**src/rtl/ctrl_pkg.sv**
```systemverilog
// Shared control-pipeline definitions: opcodes, selector encodings and
// the per-stage control bundles.
package ctrl_pkg;

  localparam int CTRL_OPCODE_W   = 7;
  localparam int CTRL_REG_ADDR_W = 5;
  localparam int CTRL_IMM_SEL_W  = 3;
  localparam int CTRL_ALU_OP_W   = 3;

  localparam logic [CTRL_OPCODE_W-1:0] OP_R      = 7'b0110011;
  localparam logic [CTRL_OPCODE_W-1:0] OP_LOAD   = 7'b0000011;
  localparam logic [CTRL_OPCODE_W-1:0] OP_IMM    = 7'b0010011;
  localparam logic [CTRL_OPCODE_W-1:0] OP_JALR   = 7'b1100111;
  localparam logic [CTRL_OPCODE_W-1:0] OP_STORE  = 7'b0100011;
  localparam logic [CTRL_OPCODE_W-1:0] OP_BRANCH = 7'b1100011;
  localparam logic [CTRL_OPCODE_W-1:0] OP_AUIPC  = 7'b0010111;
  localparam logic [CTRL_OPCODE_W-1:0] OP_LUI    = 7'b0110111;
  localparam logic [CTRL_OPCODE_W-1:0] OP_JAL    = 7'b1101111;

  typedef enum logic [1:0] {
    A_RS1  = 2'd0,
    A_PC   = 2'd1,
    A_ZERO = 2'd2
  } alu_a_sel_e;

  typedef enum logic [CTRL_IMM_SEL_W-1:0] {
    IMM_I = 3'd0,
    IMM_S = 3'd1,
    IMM_B = 3'd2,
    IMM_U = 3'd3,
    IMM_J = 3'd4
  } imm_sel_e;

  typedef enum logic [CTRL_ALU_OP_W-1:0] {
    ALU_ADD = 3'd0,
    ALU_REG = 3'd1,
    ALU_IMM = 3'd2,
    ALU_BR  = 3'd3
  } alu_op_e;

  typedef enum logic [1:0] {
    NPC_SEQ  = 2'd0,
    NPC_BR   = 2'd1,
    NPC_JAL  = 2'd2,
    NPC_JALR = 2'd3
  } npc_sel_e;

  // Full bundle held in ID/EX; downstream fields ride along to MEM/WB.
  typedef struct packed {
    logic                       valid;
    alu_a_sel_e                 alu_a_sel;
    logic                       alu_b_sel;
    imm_sel_e                   imm_sel;
    alu_op_e                    alu_op;
    npc_sel_e                   npc_sel;
    logic                       load;
    logic                       store;
    logic                       write;
    logic [CTRL_REG_ADDR_W-1:0] rd;
  } ctrl_ex_t;

  typedef struct packed {
    logic                       valid;
    logic                       load;
    logic                       store;
    logic                       write;
    logic [CTRL_REG_ADDR_W-1:0] rd;
  } ctrl_mem_t;

  typedef struct packed {
    logic                       valid;
    logic                       write;
    logic [CTRL_REG_ADDR_W-1:0] rd;
  } ctrl_wb_t;

  localparam ctrl_ex_t CTRL_BUBBLE = '0;

endpackage

```
**src/rtl/control_pipeline_if.sv**
```systemverilog
// Handshake/control bus between ID logic, the control pipeline and the
// datapath. ex_illegal_o exists only when CTRL_ILLEGAL_TRAP_EN is defined.
interface control_pipeline_if #(
  parameter int OPCODE_W   = 7,
  parameter int REG_ADDR_W = 5,
  parameter int IMM_SEL_W  = 3,
  parameter int ALU_OP_W   = 3
);
  logic                  id_valid_i;
  logic [OPCODE_W-1:0]   id_opcode_i;
  logic [REG_ADDR_W-1:0] id_rd_i;
  logic [REG_ADDR_W-1:0] id_rs1_i;
  logic [REG_ADDR_W-1:0] id_rs2_i;
  logic                  flush_i;
  logic                  hold_i;
  logic                  load_use_stall_o;
  logic                  ex_valid_o;
  logic [1:0]            ex_alu_a_sel_o;
  logic                  ex_alu_b_sel_o;
  logic [IMM_SEL_W-1:0]  ex_imm_sel_o;
  logic [ALU_OP_W-1:0]   ex_alu_op_o;
  logic [1:0]            ex_next_pc_sel_o;
  logic [REG_ADDR_W-1:0] ex_rd_o;
  logic                  mem_valid_o;
  logic                  mem_load_o;
  logic                  mem_store_o;
  logic [REG_ADDR_W-1:0] mem_rd_o;
  logic                  wb_valid_o;
  logic                  wb_write_o;
  logic [REG_ADDR_W-1:0] wb_rd_o;
`ifdef CTRL_ILLEGAL_TRAP_EN
  logic                  ex_illegal_o;
`endif

  modport master (
    output id_valid_i, id_opcode_i, id_rd_i, id_rs1_i, id_rs2_i, flush_i, hold_i,
    input  load_use_stall_o,
    input  ex_valid_o, ex_alu_a_sel_o, ex_alu_b_sel_o, ex_imm_sel_o, ex_alu_op_o,
    input  ex_next_pc_sel_o, ex_rd_o,
    input  mem_valid_o, mem_load_o, mem_store_o, mem_rd_o,
`ifdef CTRL_ILLEGAL_TRAP_EN
    input  ex_illegal_o,
`endif
    input  wb_valid_o, wb_write_o, wb_rd_o
  );

  modport slave (
    input  id_valid_i, id_opcode_i, id_rd_i, id_rs1_i, id_rs2_i, flush_i, hold_i,
    output load_use_stall_o,
    output ex_valid_o, ex_alu_a_sel_o, ex_alu_b_sel_o, ex_imm_sel_o, ex_alu_op_o,
    output ex_next_pc_sel_o, ex_rd_o,
    output mem_valid_o, mem_load_o, mem_store_o, mem_rd_o,
`ifdef CTRL_ILLEGAL_TRAP_EN
    output ex_illegal_o,
`endif
    output wb_valid_o, wb_write_o, wb_rd_o
  );
endinterface

```
**src/rtl/control_decode_core.sv**
```systemverilog
// Combinational RV32I opcode -> control bundle decode. valid is left 0;
// the pipeline qualifies it. Optional illegal_o under CTRL_ILLEGAL_TRAP_EN.
module control_decode_core
  import ctrl_pkg::*;
(
  input  logic [CTRL_OPCODE_W-1:0]   opcode_i,
  input  logic [CTRL_REG_ADDR_W-1:0] rd_i,
`ifdef CTRL_ILLEGAL_TRAP_EN
  output logic                       illegal_o,
`endif
  output ctrl_ex_t                   bundle_o
);

  // Opcode table; unknown opcodes fall through to the all-zero bundle.
  always_comb begin
    bundle_o = CTRL_BUBBLE;
`ifdef CTRL_ILLEGAL_TRAP_EN
    illegal_o = 1'b0;
`endif
    case (opcode_i)
      OP_R: begin
        bundle_o.alu_op = ALU_REG;
        bundle_o.write  = 1'b1;
      end
      OP_LOAD: begin
        bundle_o.alu_b_sel = 1'b1;
        bundle_o.load      = 1'b1;
        bundle_o.write     = 1'b1;
      end
      OP_IMM: begin
        bundle_o.alu_b_sel = 1'b1;
        bundle_o.alu_op    = ALU_IMM;
        bundle_o.write     = 1'b1;
      end
      OP_JALR: begin
        bundle_o.alu_b_sel = 1'b1;
        bundle_o.npc_sel   = NPC_JALR;
        bundle_o.write     = 1'b1;
      end
      OP_STORE: begin
        bundle_o.alu_b_sel = 1'b1;
        bundle_o.imm_sel   = IMM_S;
        bundle_o.store     = 1'b1;
      end
      OP_BRANCH: begin
        bundle_o.imm_sel = IMM_B;
        bundle_o.alu_op  = ALU_BR;
        bundle_o.npc_sel = NPC_BR;
      end
      OP_AUIPC: begin
        bundle_o.alu_a_sel = A_PC;
        bundle_o.alu_b_sel = 1'b1;
        bundle_o.imm_sel   = IMM_U;
        bundle_o.write     = 1'b1;
      end
      OP_LUI: begin
        bundle_o.alu_a_sel = A_ZERO;
        bundle_o.alu_b_sel = 1'b1;
        bundle_o.imm_sel   = IMM_U;
        bundle_o.write     = 1'b1;
      end
      OP_JAL: begin
        bundle_o.alu_a_sel = A_PC;
        bundle_o.imm_sel   = IMM_J;
        bundle_o.npc_sel   = NPC_JAL;
        bundle_o.write     = 1'b1;
      end
      default: begin
`ifdef CTRL_ILLEGAL_TRAP_EN
        illegal_o = 1'b1;
`endif
      end
    endcase
    // Non-writing instructions never carry a destination downstream.
    bundle_o.rd = bundle_o.write ? rd_i : '0;
  end

endmodule

```
**src/rtl/control_pipeline.sv**
```systemverilog
// ID/EX, EX/MEM, MEM/WB control registers with load-use stall, flush and
// global hold. Optional CTRL_ILLEGAL_TRAP_EN adds a registered ex_illegal_o.
module control_pipeline
  import ctrl_pkg::*;
#(
  parameter int OPCODE_W   = CTRL_OPCODE_W,
  parameter int REG_ADDR_W = CTRL_REG_ADDR_W,
  parameter int IMM_SEL_W  = CTRL_IMM_SEL_W,
  parameter int ALU_OP_W   = CTRL_ALU_OP_W
) (
  input logic               clk,
  input logic               rst_n,
  control_pipeline_if.slave bus
);

  logic                  id_valid, flush, hold;
  logic [OPCODE_W-1:0]   id_op;
  logic [REG_ADDR_W-1:0] id_rd, id_rs1, id_rs2;

  assign id_valid = bus.id_valid_i;
  assign id_op    = bus.id_opcode_i;
  assign id_rd    = bus.id_rd_i;
  assign id_rs1   = bus.id_rs1_i;
  assign id_rs2   = bus.id_rs2_i;
  assign flush    = bus.flush_i;
  assign hold     = bus.hold_i;

  ctrl_ex_t  id_bundle, idex_d, idex_q;
  ctrl_mem_t exmem_d, exmem_q;
  ctrl_wb_t  memwb_d, memwb_q;
  logic      uses_rs2, load_use;

`ifdef CTRL_ILLEGAL_TRAP_EN
  logic id_illegal, ex_illegal_d, ex_illegal_q;
`endif

  control_decode_core u_dec (
    .opcode_i (id_op),
    .rd_i     (id_rd),
`ifdef CTRL_ILLEGAL_TRAP_EN
    .illegal_o(id_illegal),
`endif
    .bundle_o (id_bundle)
  );

  // Load-use hazard: load in EX writing a register the ID instruction reads.
  // rs2 only counts for the formats that actually read it.
  always_comb begin
    uses_rs2 = (id_op == OP_R) || (id_op == OP_STORE) || (id_op == OP_BRANCH);
    load_use = idex_q.valid && idex_q.load && (idex_q.rd != '0) && id_valid &&
               ((idex_q.rd == id_rs1) || ((idex_q.rd == id_rs2) && uses_rs2));
  end

  // Priority mux: hold freezes all; flush/stall/invalid inject a bubble.
  always_comb begin
    idex_d  = idex_q;
    exmem_d = exmem_q;
    memwb_d = memwb_q;
`ifdef CTRL_ILLEGAL_TRAP_EN
    ex_illegal_d = ex_illegal_q;
`endif
    if (!hold) begin
      if (flush || load_use || !id_valid) begin
        idex_d = CTRL_BUBBLE;
`ifdef CTRL_ILLEGAL_TRAP_EN
        ex_illegal_d = 1'b0;
`endif
      end else begin
        idex_d       = id_bundle;
        idex_d.valid = 1'b1;
`ifdef CTRL_ILLEGAL_TRAP_EN
        ex_illegal_d = id_illegal;
`endif
      end
      exmem_d.valid = idex_q.valid;
      exmem_d.load  = idex_q.load;
      exmem_d.store = idex_q.store;
      exmem_d.write = idex_q.write;
      exmem_d.rd    = idex_q.rd;
      memwb_d.valid = exmem_q.valid;
      memwb_d.write = exmem_q.write;
      memwb_d.rd    = exmem_q.rd;
    end
  end

  // Stage registers with synchronous active-low clear.
  always_ff @(posedge clk) begin
    if (!rst_n) begin
      idex_q  <= CTRL_BUBBLE;
      exmem_q <= '0;
      memwb_q <= '0;
    end else begin
      idex_q  <= idex_d;
      exmem_q <= exmem_d;
      memwb_q <= memwb_d;
    end
  end

`ifdef CTRL_ILLEGAL_TRAP_EN
  // Illegal flag travels with the ID/EX bundle.
  always_ff @(posedge clk) begin
    if (!rst_n) ex_illegal_q <= 1'b0;
    else        ex_illegal_q <= ex_illegal_d;
  end
  assign bus.ex_illegal_o = ex_illegal_q;
`endif

  assign bus.load_use_stall_o = load_use && !hold;
  assign bus.ex_valid_o       = idex_q.valid;
  assign bus.ex_alu_a_sel_o   = idex_q.alu_a_sel;
  assign bus.ex_alu_b_sel_o   = idex_q.alu_b_sel;
  assign bus.ex_imm_sel_o     = IMM_SEL_W'(idex_q.imm_sel);
  assign bus.ex_alu_op_o      = ALU_OP_W'(idex_q.alu_op);
  assign bus.ex_next_pc_sel_o = idex_q.npc_sel;
  assign bus.ex_rd_o          = idex_q.rd;
  assign bus.mem_valid_o      = exmem_q.valid;
  assign bus.mem_load_o       = exmem_q.load;
  assign bus.mem_store_o      = exmem_q.store;
  assign bus.mem_rd_o         = exmem_q.rd;
  assign bus.wb_valid_o       = memwb_q.valid;
  assign bus.wb_write_o       = memwb_q.write;
  assign bus.wb_rd_o          = memwb_q.rd;

endmodule

```
**src/flat_wrapper.sv**
```systemverilog
// flat-port wrapper written by rule: the top's interface ports become plain ports
module control_pipeline_flat import ctrl_pkg::*;
#(
  parameter int OPCODE_W   = CTRL_OPCODE_W,
  parameter int REG_ADDR_W = CTRL_REG_ADDR_W,
  parameter int IMM_SEL_W  = CTRL_IMM_SEL_W,
  parameter int ALU_OP_W   = CTRL_ALU_OP_W
)
  (clk, rst_n, bus_id_valid_i, bus_id_opcode_i, bus_id_rd_i, bus_id_rs1_i, bus_id_rs2_i, bus_flush_i, bus_hold_i, bus_load_use_stall_o, bus_ex_valid_o, bus_ex_alu_a_sel_o, bus_ex_alu_b_sel_o, bus_ex_imm_sel_o, bus_ex_alu_op_o, bus_ex_next_pc_sel_o, bus_ex_rd_o, bus_mem_valid_o, bus_mem_load_o, bus_mem_store_o, bus_mem_rd_o, bus_wb_valid_o, bus_wb_write_o, bus_wb_rd_o);
  control_pipeline_if #(.OPCODE_W(OPCODE_W), .REG_ADDR_W(REG_ADDR_W), .IMM_SEL_W(IMM_SEL_W), .ALU_OP_W(ALU_OP_W)) bus_i ();
  input logic clk;
  input logic rst_n;
  input wire logic [$bits(bus_i.id_valid_i)-1:0] bus_id_valid_i;
  input wire logic [$bits(bus_i.id_opcode_i)-1:0] bus_id_opcode_i;
  input wire logic [$bits(bus_i.id_rd_i)-1:0] bus_id_rd_i;
  input wire logic [$bits(bus_i.id_rs1_i)-1:0] bus_id_rs1_i;
  input wire logic [$bits(bus_i.id_rs2_i)-1:0] bus_id_rs2_i;
  input wire logic [$bits(bus_i.flush_i)-1:0] bus_flush_i;
  input wire logic [$bits(bus_i.hold_i)-1:0] bus_hold_i;
  output wire logic [$bits(bus_i.load_use_stall_o)-1:0] bus_load_use_stall_o;
  output wire logic [$bits(bus_i.ex_valid_o)-1:0] bus_ex_valid_o;
  output wire logic [$bits(bus_i.ex_alu_a_sel_o)-1:0] bus_ex_alu_a_sel_o;
  output wire logic [$bits(bus_i.ex_alu_b_sel_o)-1:0] bus_ex_alu_b_sel_o;
  output wire logic [$bits(bus_i.ex_imm_sel_o)-1:0] bus_ex_imm_sel_o;
  output wire logic [$bits(bus_i.ex_alu_op_o)-1:0] bus_ex_alu_op_o;
  output wire logic [$bits(bus_i.ex_next_pc_sel_o)-1:0] bus_ex_next_pc_sel_o;
  output wire logic [$bits(bus_i.ex_rd_o)-1:0] bus_ex_rd_o;
  output wire logic [$bits(bus_i.mem_valid_o)-1:0] bus_mem_valid_o;
  output wire logic [$bits(bus_i.mem_load_o)-1:0] bus_mem_load_o;
  output wire logic [$bits(bus_i.mem_store_o)-1:0] bus_mem_store_o;
  output wire logic [$bits(bus_i.mem_rd_o)-1:0] bus_mem_rd_o;
  output wire logic [$bits(bus_i.wb_valid_o)-1:0] bus_wb_valid_o;
  output wire logic [$bits(bus_i.wb_write_o)-1:0] bus_wb_write_o;
  output wire logic [$bits(bus_i.wb_rd_o)-1:0] bus_wb_rd_o;
  assign bus_i.id_valid_i = bus_id_valid_i;
  assign bus_i.id_opcode_i = bus_id_opcode_i;
  assign bus_i.id_rd_i = bus_id_rd_i;
  assign bus_i.id_rs1_i = bus_id_rs1_i;
  assign bus_i.id_rs2_i = bus_id_rs2_i;
  assign bus_i.flush_i = bus_flush_i;
  assign bus_i.hold_i = bus_hold_i;
  assign bus_load_use_stall_o = bus_i.load_use_stall_o;
  assign bus_ex_valid_o = bus_i.ex_valid_o;
  assign bus_ex_alu_a_sel_o = bus_i.ex_alu_a_sel_o;
  assign bus_ex_alu_b_sel_o = bus_i.ex_alu_b_sel_o;
  assign bus_ex_imm_sel_o = bus_i.ex_imm_sel_o;
  assign bus_ex_alu_op_o = bus_i.ex_alu_op_o;
  assign bus_ex_next_pc_sel_o = bus_i.ex_next_pc_sel_o;
  assign bus_ex_rd_o = bus_i.ex_rd_o;
  assign bus_mem_valid_o = bus_i.mem_valid_o;
  assign bus_mem_load_o = bus_i.mem_load_o;
  assign bus_mem_store_o = bus_i.mem_store_o;
  assign bus_mem_rd_o = bus_i.mem_rd_o;
  assign bus_wb_valid_o = bus_i.wb_valid_o;
  assign bus_wb_write_o = bus_i.wb_write_o;
  assign bus_wb_rd_o = bus_i.wb_rd_o;
  control_pipeline #(.OPCODE_W(OPCODE_W), .REG_ADDR_W(REG_ADDR_W), .IMM_SEL_W(IMM_SEL_W), .ALU_OP_W(ALU_OP_W)) u_core (.clk(clk), .rst_n(rst_n), .bus(bus_i));
endmodule
```
**config.mk**
```make
export PLATFORM = sky130hd
export DESIGN_NAME = control_pipeline_flat
export DESIGN_NICKNAME = d
export VERILOG_FILES = /design/src/rtl/ctrl_pkg.sv /design/src/rtl/control_pipeline_if.sv /design/src/rtl/control_decode_core.sv /design/src/rtl/control_pipeline.sv /design/src/flat_wrapper.sv
export SDC_FILE = /design/constraint.sdc
export NUM_CORES = 1
export LEC_CHECK = 0
export CORE_MARGIN = 5
export CORE_UTILIZATION = 45
export CTS_CLUSTER_DIAMETER = 120
export DETAILED_ROUTE_END_ITERATION = 16
export HOLD_SLACK_MARGIN = 0.08
export PLACE_DENSITY_LB_ADDON = 0.2
export SYNTH_ARGS = -nofsm -noshare
export SYNTH_HDL_FRONTEND = slang
export SYNTH_SLANG_ARGS = --single-unit
```
**constraint.sdc**
```tcl
create_clock -name clk -period 2.1 [get_ports clk]
set_input_delay 0.21 -clock clk [delete_from_list [all_inputs] [get_ports clk]]
set_output_delay 0.21 -clock clk [all_outputs]
set_load 0.05 [all_outputs]
```
# Yosys cells after proc, flatten, opt, wreduce, memory -nomap -nowiden
# Cells that the tools add are included.
[word_totals]
regBits = 36
out_inout_bits = 33
elab_cells = 57
[op_classes]
eq_ne = 11
mux = 10
n_reduce_logical = 18
[op_table]
columns = ["cell", "n"]
rows = [
  ["== test 7 x 6 -> 1 bit (second input constant)", 3],
  ["== test 7 bit (second input constant)", 3],
  ["2-to-1 mux 20 bit", 1],
  ["== test 7 x 5 -> 1 bit (second input constant)", 2],
  ["case mux 2 bit (3 select lines)", 2],
  ["case mux 3 bit (4 select lines)", 1],
  ["== test 5 bit", 2],
  ["== test 7 x 2 -> 1 bit (second input constant)", 1],
  ["OR reduction 7 bit", 1],
  ["logical AND 1 bit", 6],
  ["OR reduction 6 bit", 1],
  ["logical OR 1 bit", 5],
  ["2-to-1 mux 5 bit", 1],
  ["nonzero test 5 bit", 1],
  ["2-to-1 mux 1 bit", 4],
  ["case mux 2 bit (2 select lines)", 1],
  ["OR reduction 2 bit", 2],
  ["zero test 1 bit", 2],
]

# Longest topological paths before layout
# Gate-level depths: netlist (run 1).
[depth]
word_depth = 9
mapped_depth = 6
ltp_nobuf = 5

# Hierarchy
# A second synthesis (run 1) with hierarchy kept.
[hier_totals]
cells_unflattened = 245
hier_area_um2 = 2162.1
[by_module_without_submodules]
columns = ["mod", "n_inst", "cells_per_inst", "area_per_inst_um2", "seq_area_each_um2"]
rows = [
  ["control_pipeline", 1, 205, 1883.1, 720.7],
  ["control_decode_core", 1, 40, 279.0, 0.0],
]

# Least setup slack after synthesis (run 1)
# Ideal clock, no wire load.
[synth_path]
path_type = "register -> output"
startpoint = "register u_core.idex_q, in the netlist u_core.bus.ex_valid_o"
endpoint = "output bus_load_use_stall_o"
arrival_ns = 1.891
required_ns = 1.890
setup_slack_ns = -0.001
stages_incl_launch_ff = 5
n_path_buf = 1
cell_sequence = "dfxtp_1 o2111ai_2 a21oi_2 buf_6 nor2b_1"
[synth_via]
elab_chain_len = 5
[synth_rtl]
columns = ["element", "line", "rtl"]
rows = [
  ["start, declared", "control_pipeline.sv:28", "ctrl_ex_t id_bundle, idex_d, idex_q;"],
  ["start signal, assigned", "control_pipeline.sv:93", "idex_q <= idex_d;"],
  ["logical AND 1 bit (4 in series)", "control_pipeline.sv:50", "load_use = idex_q.valid && idex_q.load && (idex_q.rd != '0) && id_valid &&"],
  ["logical AND 1 bit", "control_pipeline.sv:108", "assign bus.load_use_stall_o = load_use && !hold;"],
  ["end, declared", "flat_wrapper.sv:20", "output wire logic [$bits(bus_i.load_use_stall_o)-1:0] bus_load_use_stall_o;"],
]
# Every way passes these cells.

# Worst setup path after layout (run 1)
[layout_path]
startpoint = "register u_core.idex_q, in the netlist u_core.bus.ex_rd_o[0]"
endpoint = "output bus_load_use_stall_o"
[layout_via]
elab_chain_len = 5
word_cells_on_any_way = 9
cone_classes = "eq/ne (2); reduce/logical (7)"
[layout_rtl]
columns = ["element", "line"]
rows = [
  ["== test 5 bit or nonzero test 5 bit (tied branches)", "control_pipeline.sv:51, control_pipeline.sv:50"],
  ["logical AND 1 bit, on equally long branches", "control_pipeline.sv:51, control_pipeline.sv:50"],
  ["logical OR 1 bit or logical AND 1 bit (tied branches)", "control_pipeline.sv:51, control_pipeline.sv:50"],
  ["logical AND 1 bit *", "control_pipeline.sv:50"],
  ["logical AND 1 bit *", "control_pipeline.sv:108"],
]
# Every way passes the cells marked *; elsewhere a longest branch is shown, timed or not.

==> impl_metrics.toml, run 1 <==
[status]
status = "completed"

[global_routing]
grt-ovfl-total = 0
grt_pass1_wl_mm = 6.306
antenna_found_initial = 0
grt.total_usage = 0.1538
grt_max_degree = 20
grt_pass1_vias = 1384

[cts]
htreeDepth = 2
cts_root_buffer = "clkbuf_8"
numCtsBuffers = 5
clkLatencyLatePin_ns = 0.28
hold_buffers = 0
cts_sinks = 35
clock_path_buffers = 2
cts.clk_slew.worst_paths_ns = 0.07
cts_tree = "built"

[synth]
synth_cells = 197
synthAdderAreaFrac = 0
synthesis.nets = 224
synthMuxAreaShare = 0.09091
synth_area_leader_cell = "dfxtp_1"
synth_compound_area_frac = 0.1122
ys_seq_area_frac = 0.3977
yosys_warnings = 0
synth_cell_type_count = 33
synth-simple-area-share = 0.2266
synth_top_family_by_area = "simple AND/OR/NAND/NOR gates"
syn_avg_cell_area_um2 = 8.943
ys_top_cells_by_area = "dfxtp_1, mux2i_1, buf_4"
synth_xor_area_frac = 0.05469
synth_top_area_share = 0.3977
synth_area_um2 = 1762
synth-seq-cells = 35

[sta]
max_slew_margin = 0.5463
fmax_ghz = 0.4918
setup_violations = 0
drv_slew = 0
clock_skew_ns = 0.005325
period_minus_slack_ns = 2.033
tightest_slew_ns = 0.6749
finalSetupTns_ns = 0
fin_crit_sh = 0.9682
hold_violations = 0
rsz0062_at_grt = "false"

[final_layout]
drive_above_1_share = 0.1336
area_growth_pct = 38.42
antennaDiodeCount = 0
layout_common_cells = "clkdlybuf4s50_1, dfxtp_1, nand2_1"
nets = 273
layout_commonest_cell = "clkdlybuf4s50_1"
final_util = 0.6562
fillCellCount = 330

[die]
coreArea_um2 = 3716
num_rows = 22
ios = 60
die_area_um2 = 5266
start_util = 0.4741
die_y_um = 72.57
fp.dieW_um = 72.57

[worst_setup_path]
slowest_stage = "or4_1"
arrival_ns = 1.82
slowest_delay_ns = 0.57
end_kind = "primary output"
cp-start-kind = "flop"
path_class = "reg2out"
path_cells = "or4_1, o2111ai_2, a21oi_2, nor2b_2, buf_12"
rr_startpoint = "u_core.bus.ex_rd_o[0]"
critPathMaxFanout = 6
crit_family = "simple AND/OR/NAND/NOR gates"
cp.buffers_inverters = 1
critical_path.startpoint = "u_core.bus.ex_rd_o[0]"
cp.required_ns = 1.89

[routing]
post-route-drc-count = 0
ant_nets = 0
drtIter0Drc = 88
routed_wl_mm = 3.995
vias = 1471
first_pass_iters = 4
wl_per_cell_um = 13.54
routed_via_density = 4.986

[run]
drv_cap = 0

[min_path]
hp-class = "reg2reg"
min_from = "u_core.bus.ex_alu_op_o[1]"

[placement]
hpwl_mm = 3.080
gp_congestion = 0.8937
portBuffers = 58

[power]
vdd_ir_drop_max_mv = 0.3895
p_leak_nw = 0.9074
powerDensity_nw_per_um2 = 591.6
[flip-flops by register name, indices dropped and copies added, names as in the netlist]
name,flops
u_core.bus.ex_alu_a_sel_o,2
u_core.bus.ex_alu_b_sel_o,1
u_core.bus.ex_alu_op_o,2
u_core.bus.ex_imm_sel_o,3
u_core.bus.ex_next_pc_sel_o,2
u_core.bus.ex_rd_o,5
u_core.bus.ex_valid_o,1
u_core.bus.mem_load_o,1
u_core.bus.mem_rd_o,5
u_core.bus.mem_store_o,1
u_core.bus.mem_valid_o,1
u_core.bus.wb_rd_o,5
u_core.bus.wb_valid_o,1
u_core.bus.wb_write_o,1
u_core.exmem_q,1
u_core.idex_q,3
[repair_timing]
item | 4_1_cts | 5_1_grt
endpoints found under the setup margin | 0 | 1
setup buffers | 0 | 0
gates resized for setup | 0 | 4
[final timing paths]
path / slack (ns) / endpoint / depth (start not counted)
min reg2reg: 0.45 / u_core.bus.ex_alu_op_o[1] / 2
max: 0.07 / bus_load_use_stall_o / 5
min: 0.45 / u_core.bus.ex_alu_op_o[1] / 2
max reg2reg: 0.29 / u_core.bus.ex_alu_a_sel_o[1] / 5
[cell families (layout without fill, tap and decap cells)]
| family | after synthesis | after routing |
|---|---|---|
| AO/OA/AOI/OAI | 29 | 29 |
| XOR/XNOR | 11 | 11 |
| buffers and inverters | 31 | 81 |
| flip-flops | 35 | 35 |
| multiplexers | 16 | 16 |
| other | 1 | 1 |
| AND/OR/NAND/NOR | 74 | 74 |
[stage by stage]
stage / power (W) / area (um^2) / hold slack (ns) / setup slack, ns / std cells
2_1_floorplan: 0.0007579 / 1764 / 0.3382 / 0.2521 / 197
3_3_place_gp: 0.0008400 / 2316 / 0.4403 / 0.1270 / 287
3_5_place_dp: 0.0008406 / 2316 / 0.4429 / 0.1519 / 287
4_1_cts: 0.001459 / 2434 / 0.4587 / 0.02247 / 295
5_1_grt: 0.001503 / 2439 / 0.4728 / 0.001879 / 295
6_report: 0.001443 / 2439 / 0.4531 / 0.06679 / 295
[area by class of cell]
type | instances | area [um^2] | area share
Multi-Input combinational cell | 131 | 859.6 | 0.3525
Clock inverter | 2 | 35.03 | 0.01437
Sequential cell | 35 | 705.7 | 0.2894
Tap cell | 48 | 60.06 | 0.02463
Timing Repair Buffer | 71 | 688.2 | 0.2822
Clock buffer | 6 | 82.58 | 0.03386
Inverter | 2 | 7.507 | 0.003079
[where the power goes]
part / internal (W) / switching, W
Sequential: 0.000666 / 0.00000219
Clock: 0.000384 / 0.000232
Combinational: 0.0000858 / 0.0000727
[synthesized netlist by cell type]
| master | number |
|---|---|
| dfxtp_1 | 35 |
| and3b_1 | 1 |
| nor2b_1 | 17 |
| a21oi_1 | 2 |
| and2_1 | 1 |
| nand4bb_4 | 1 |
| or2_2 | 1 |
| nand4_1 | 4 |
| xor2_1 | 6 |
| a211oi_1 | 1 |
| inv_1 | 2 |
| buf_6 | 1 |
| o21ai_0 | 18 |
| nand2b_1 | 2 |
| o2111ai_2 | 1 |
| nand2_1 | 27 |
| nor4_1 | 1 |
| or3_4 | 1 |
| a32oi_1 | 1 |
| xnor2_1 | 5 |
| nor2_1 | 5 |
| o31ai_1 | 4 |
| o41ai_4 | 1 |
| clkbuf_1 | 6 |
| mux2i_1 | 16 |
| a21oi_2 | 1 |
| conb_1 | 1 |
| buf_2 | 1 |
| or4_1 | 1 |
| nand3_1 | 9 |
| or3_1 | 1 |
| nor3_1 | 2 |
| buf_4 | 21 |
[layer usage]
layer | share of wire | track usage
met5 | 0 | 0
met4 | 0.025 | 0.07172
met3 | 0.072 | 0.04959
met2 | 0.45 | 0.2345
met1 | 0.45 | 0.1964
[worst reg2reg max path, cell delays in order, from the launching register on]
cell       delay, ns
dfxtp_2         0.35
or4_1           0.57
o2111ai_2       0.23
a21oi_2         0.06
buf_4           0.20
o41ai_4         0.31
Power figures use the tool's default switching activity.
==> run 2, diff against run 1 <==
--- a/config.mk
+++ b/config.mk
@@ -5,8 +5,10 @@
 export SDC_FILE = /design/constraint.sdc
 export NUM_CORES = 1
 export LEC_CHECK = 0
+export CELL_PAD_IN_SITES_DETAIL_PLACEMENT = 1
+export CELL_PAD_IN_SITES_GLOBAL_PLACEMENT = 1
 export CORE_MARGIN = 5
-export CORE_UTILIZATION = 45
+export CORE_UTILIZATION = 33
 export CTS_CLUSTER_DIAMETER = 120
 export DETAILED_ROUTE_END_ITERATION = 16
 export HOLD_SLACK_MARGIN = 0.08
==> run 2 against run 1 <==
Effect of this change: combinational power barely moved; count of clock-buffer cells in the layout did not move; hold slack improved by 0.0050 ns; clock power rose by 3%; total power rose by 1.6%; critical path type unchanged; utilization fell by 17 points.
==> impl_metrics.toml, run 2 (synthesis results as in run 1) <==
[run]
drv_cap = 0

[routing]
ant_nets = 0
wl_per_cell_um = 14.85
routed_wl_mm = 4.721
wl_met3_um = 187
first_pass_iters = 4
wl_met1_mm = 2.264
drtIter0Drc = 40
post-route-drc-count = 0
routed.top_layer = "met4"
met2_length_mm = 2.202
vias = 1512
routed_via_density = 4.755

[placement]
gp_congestion = 0.8074
hpwl_mm = 3.523
portBuffers = 58
place_ws_ns = 0.09223
placed_cells = 309

[cts]
clock_path_buffers = 2
cts_sinks = 35
cts.clk_slew.worst_paths_ns = 0.07
numCtsBuffers = 5
cts_root_buffer = "clkbuf_8"
cts_tree = "built"
clkLatencyLatePin_ns = 0.29
htreeDepth = 2
hold_buffers = 0

[die]
num_rows = 26
ios = 60
coreArea_um2 = 5140
start_util = 0.3427
fp.dieW_um = 83.07
die_y_um = 83.07
die_area_um2 = 6900

[worst_setup_path]
cp-start-kind = "flop"
arrival_ns = 1.79
end_kind = "primary output"
slowest_delay_ns = 0.33
critPathMaxFanout = 3
cp.required_ns = 1.89
path_class = "reg2out"
slowest_stage = "dfxtp_2"
path_cells = "buf_6, xor2_2, nor4_2, nand4_1, a21oi_2, nor2b_4, buf_12"

[global_routing]
grt_max_degree = 20
grt-ovfl-total = 0
antenna_found_initial = 0
grt.total_usage = 0.1371
grt_pass1_wl_mm = 7.659
grt_pass1_vias = 1570

[sta]
setup_violations = 0
tightest_slew_ns = 0.7215
hold_violations = 0
drv_slew = 0
max_slew_margin = 0.5149
fin_crit_sh = 0.9523
clock_skew_ns = 0.008271
fmax_ghz = 0.5000
worst_slack_ns = 0.1001
rsz0062_at_grt = "true"
period_minus_slack_ns = 2.000

[power]
vdd_ir_drop_max_mv = 0.2228
powerDensity_nw_per_um2 = 587.6
p_leak_nw = 0.9138

[final_layout]
nets = 274
area_growth_pct = 41.55
drive_above_1_share = 0.1371
final_cells = 318
layout_commonest_cell = "clkdlybuf4s50_1"
layout_common_cells = "clkdlybuf4s50_1, dfxtp_1, nand2_1"
antennaDiodeCount = 0
fillCellCount = 626

[status]
status = "completed"

[min_path]
hp-class = "reg2reg"
-- run 2: path summary, 6_finish.rpt --
path                         start                            to  slack, ns  depth (start not counted)
min               u_core.idex_q[5]              u_core.idex_q[5]       0.46                          2
max          u_core.bus.ex_rd_o[0]          bus_load_use_stall_o       0.10                          7
min reg2reg       u_core.idex_q[5]              u_core.idex_q[5]       0.46                          2
max reg2reg  u_core.bus.ex_rd_o[1]  u_core.bus.ex_alu_a_sel_o[1]       0.28                          5
-- run 2: per-stage QoR --
step	hold slack (ns)	setup TNS (ns)	power, W	area [um^2]	util
3_5_place_dp	0.4472	0	0.0008431	2344	0.4559
5_1_grt	0.4921	-0.05250	0.001541	2494	0.4852
2_1_floorplan	0.3382	0	0.0007579	1764	-
6_report	0.4581	0	0.001465	2494	0.4852
3_3_place_gp	0.4386	0	0.0008419	2344	0.4559
4_1_cts	0.4657	0	0.001491	2466	0.4798
-- run 2: repair_timing --
action,CTS,global route
pin swaps,0,3
gates cloned,0,0
resized for setup,1,5
hold endpoints to repair,0,0
setup buffers,0,1
setup endpoints to repair,1,1
-- run 2: where the power goes --
group	switching, W	internal (W)	total, W
combinational	0.0000762	0.0000852	0.000161
sequential	0.00000216	0.000665	0.000668
clock	0.000252	0.000384	0.000636
total	0.000331	0.00113	0.00147
-- run 2: final cells by class --
type | instances | area, um^2 | area share
multi-input combinational | 131 | 878.3 | 0.3522
sequential | 35 | 703.2 | 0.2820
timing repair buffer | 72 | 699.4 | 0.2805
tap | 70 | 87.58 | 0.03512
clock buffer | 6 | 82.58 | 0.03312
clock inverter | 2 | 35.03 | 0.01405
inverter | 2 | 7.507 | 0.003011
-- run 2: worst max-delay path, delay by kind of cell (launching register included) --
family | cells | cell delay (ns)
and+or+nand+nor | 3 | 0.56
buffers and inverters | 2 | 0.26
AOI/OAI and AO/OA | 1 | 0.17
xor gates and xnor gates | 1 | 0.17
DFF | 1 | 0.33
-- run 2: metal layers --
layer  GRT usage  vias to the layer above
met2      0.2252                       39
met1      0.1727                      719
met3     0.03861                        5
met4     0.04458                        0
met5           0                        -
li1            -                      749
==> run 3, diff against run 2 <==
--- a/config.mk
+++ b/config.mk
@@ -12,7 +12,7 @@
 export CTS_CLUSTER_DIAMETER = 120
 export DETAILED_ROUTE_END_ITERATION = 16
 export HOLD_SLACK_MARGIN = 0.08
-export PLACE_DENSITY_LB_ADDON = 0.2
+export PLACE_DENSITY_LB_ADDON = 0.1
 export SYNTH_ARGS = -nofsm -noshare
 export SYNTH_HDL_FRONTEND = slang
 export SYNTH_SLANG_ARGS = --single-unit
==> run 3 against run 2 <==
Effect of this change: global-route usage grew 0.94 points; clock skew fell by 0.0047 ns; maximum frequency increased by 0.16%; final cell count shrank 0.63%; count of clock-buffer cells in the layout rose by 2; die area unchanged; largest cell class unchanged; largest power group unchanged.
==> impl_metrics.toml, run 3 (synthesis results as in run 1) <==
[die]
die_y_um = 83.07
die_area_um2 = 6900
coreArea_um2 = 5140
fp.dieW_um = 83.07
num_rows = 26
start_util = 0.3427
ios = 60

[routing]
ant_nets = 0
first_pass_iters = 3
routed_via_density = 4.772
vias = 1508
routed_wl_mm = 4.853
wl_per_cell_um = 15.36
drtIter0Drc = 30
post-route-drc-count = 0

[cts]
numCtsBuffers = 5
hold_buffers = 0
cts_root_buffer = "clkbuf_8"
clkLatencyLatePin_ns = 0.28
clock_path_buffers = 2
cts_tree = "built"
htreeDepth = 2
cts.clk_slew.worst_paths_ns = 0.07
cts_sinks = 35

[global_routing]
grt_pass1_wl_mm = 8.245
antenna_found_initial = 0
grt_pass1_vias = 1710
grt_max_degree = 20
grt-ovfl-total = 0
grt.total_usage = 0.1465

[final_layout]
design_area_um2 = 2452
layout_commonest_cell = "clkdlybuf4s50_1"
drive_above_1_share = 0.1341
layout_common_cells = "clkdlybuf4s50_1, dfxtp_1, nand2_1"
antennaDiodeCount = 0
regArea_um2 = 705.7
fillCellCount = 615
multi_input_area_um2 = 870.8
area_growth_pct = 39.20
nets = 272

[placement]
place_ws_ns = 0.08107
placed_area_um2 = 2336
gp_congestion = 0.8220
hpwl_mm = 3.877
portBuffers = 58

[power]
comb_power_share = 0.119
internal_power_w = 0.001050
p_switching_w = 0.0003155
pwr-share-clk = 0.392
p_sw_frac = 0.2310
powerDensity_nw_per_um2 = 556.9
p_seq_frac = 0.489
p_leak_nw = 0.8936
totalPowerFinal_w = 0.001366
vdd_ir_drop_max_mv = 0.2000

[sta]
period_minus_slack_ns = 1.997
hold_violations = 0
tightest_slew_ns = 0.7098
fin_crit_sh = 0.9508
clock_skew_ns = 0.003586
setup_violations = 0
fmax_ghz = 0.5008
max_slew_margin = 0.5227
rsz0062_at_grt = "false"
finalSetupTns_ns = 0
hold_ws_ns = 0.4669
worst_slack_ns = 0.1034
drv_slew = 0

[worst_setup_path]
r2r_slack_ns = 0.32
path_class = "reg2out"
critPathMaxFanout = 6
cp.required_ns = 1.89
end_kind = "primary output"
arrival_ns = 1.79
cp-start-kind = "flop"

[status]
status = "completed"

[min_path]
hp-class = "reg2reg"

[run]
drv_cap = 0
[run 3: critical path, stage by stage, from the launching register on]
cell,delay [ns]
dfxtp_2,0.36
or4_1,0.55
o2111ai_2,0.20
a21oi_2,0.06
nor2b_2,0.17
buf_12,0.16
[run 3: per-layer routing]
metal,global-route usage,routed length [um],up-vias
li1,-,-,739
met1,0.1544,1937,729
met2,0.2748,2649,33
met3,0.04554,204,7
met4,0.04606,62,0
met5,0,0,-
[run 3: timing repair]
action                     4_1_cts  5_1_grt
resized for setup                1        5
setup buffers                    0        0
gates cloned                     0        0
setup endpoints to repair        1        1
[run 3: final cells by class]
cell class / count / share of cell area
clock buffers: 8 / 0.04082
inverters: 2 / 0.003061
multi-input cells: 131 / 0.3551
flip-flops and latches: 35 / 0.2878
well taps: 70 / 0.03571
repair buffers: 70 / 0.2776
[run 3: final timing paths]
check | end | startpoint | depth (start not counted)
max | bus_load_use_stall_o | u_core.bus.ex_rd_o[0] | 5
min | u_core.bus.ex_imm_sel_o[2] | u_core.bus.ex_imm_sel_o[2] | 2
max reg2reg | u_core.bus.ex_alu_a_sel_o[1] | u_core.bus.ex_rd_o[0] | 5
min reg2reg | u_core.bus.ex_imm_sel_o[2] | u_core.bus.ex_imm_sel_o[2] | 2
[run 3: power groups by stage]
stage | combinational [W] | sequential [W] | clock (W)
global placement | 0.000159 | 0.000683 | 0
CTS | 0.000162 | 0.000668 | 0.000552
finish | 0.000163 | 0.000668 | 0.000535
floorplan | 0.0000703 | 0.000688 | 0
detailed placement | 0.000161 | 0.000683 | 0
global route | 0.000173 | 0.000668 | 0.000598
[run 3: through the flow]
stage	util	std cells
3_5_place_dp	0.4545	308
4_1_cts	0.4742	316
5_1_grt	0.4771	316
3_3_place_gp	0.4545	308
6_report	0.4771	316
2_1_floorplan	-	197
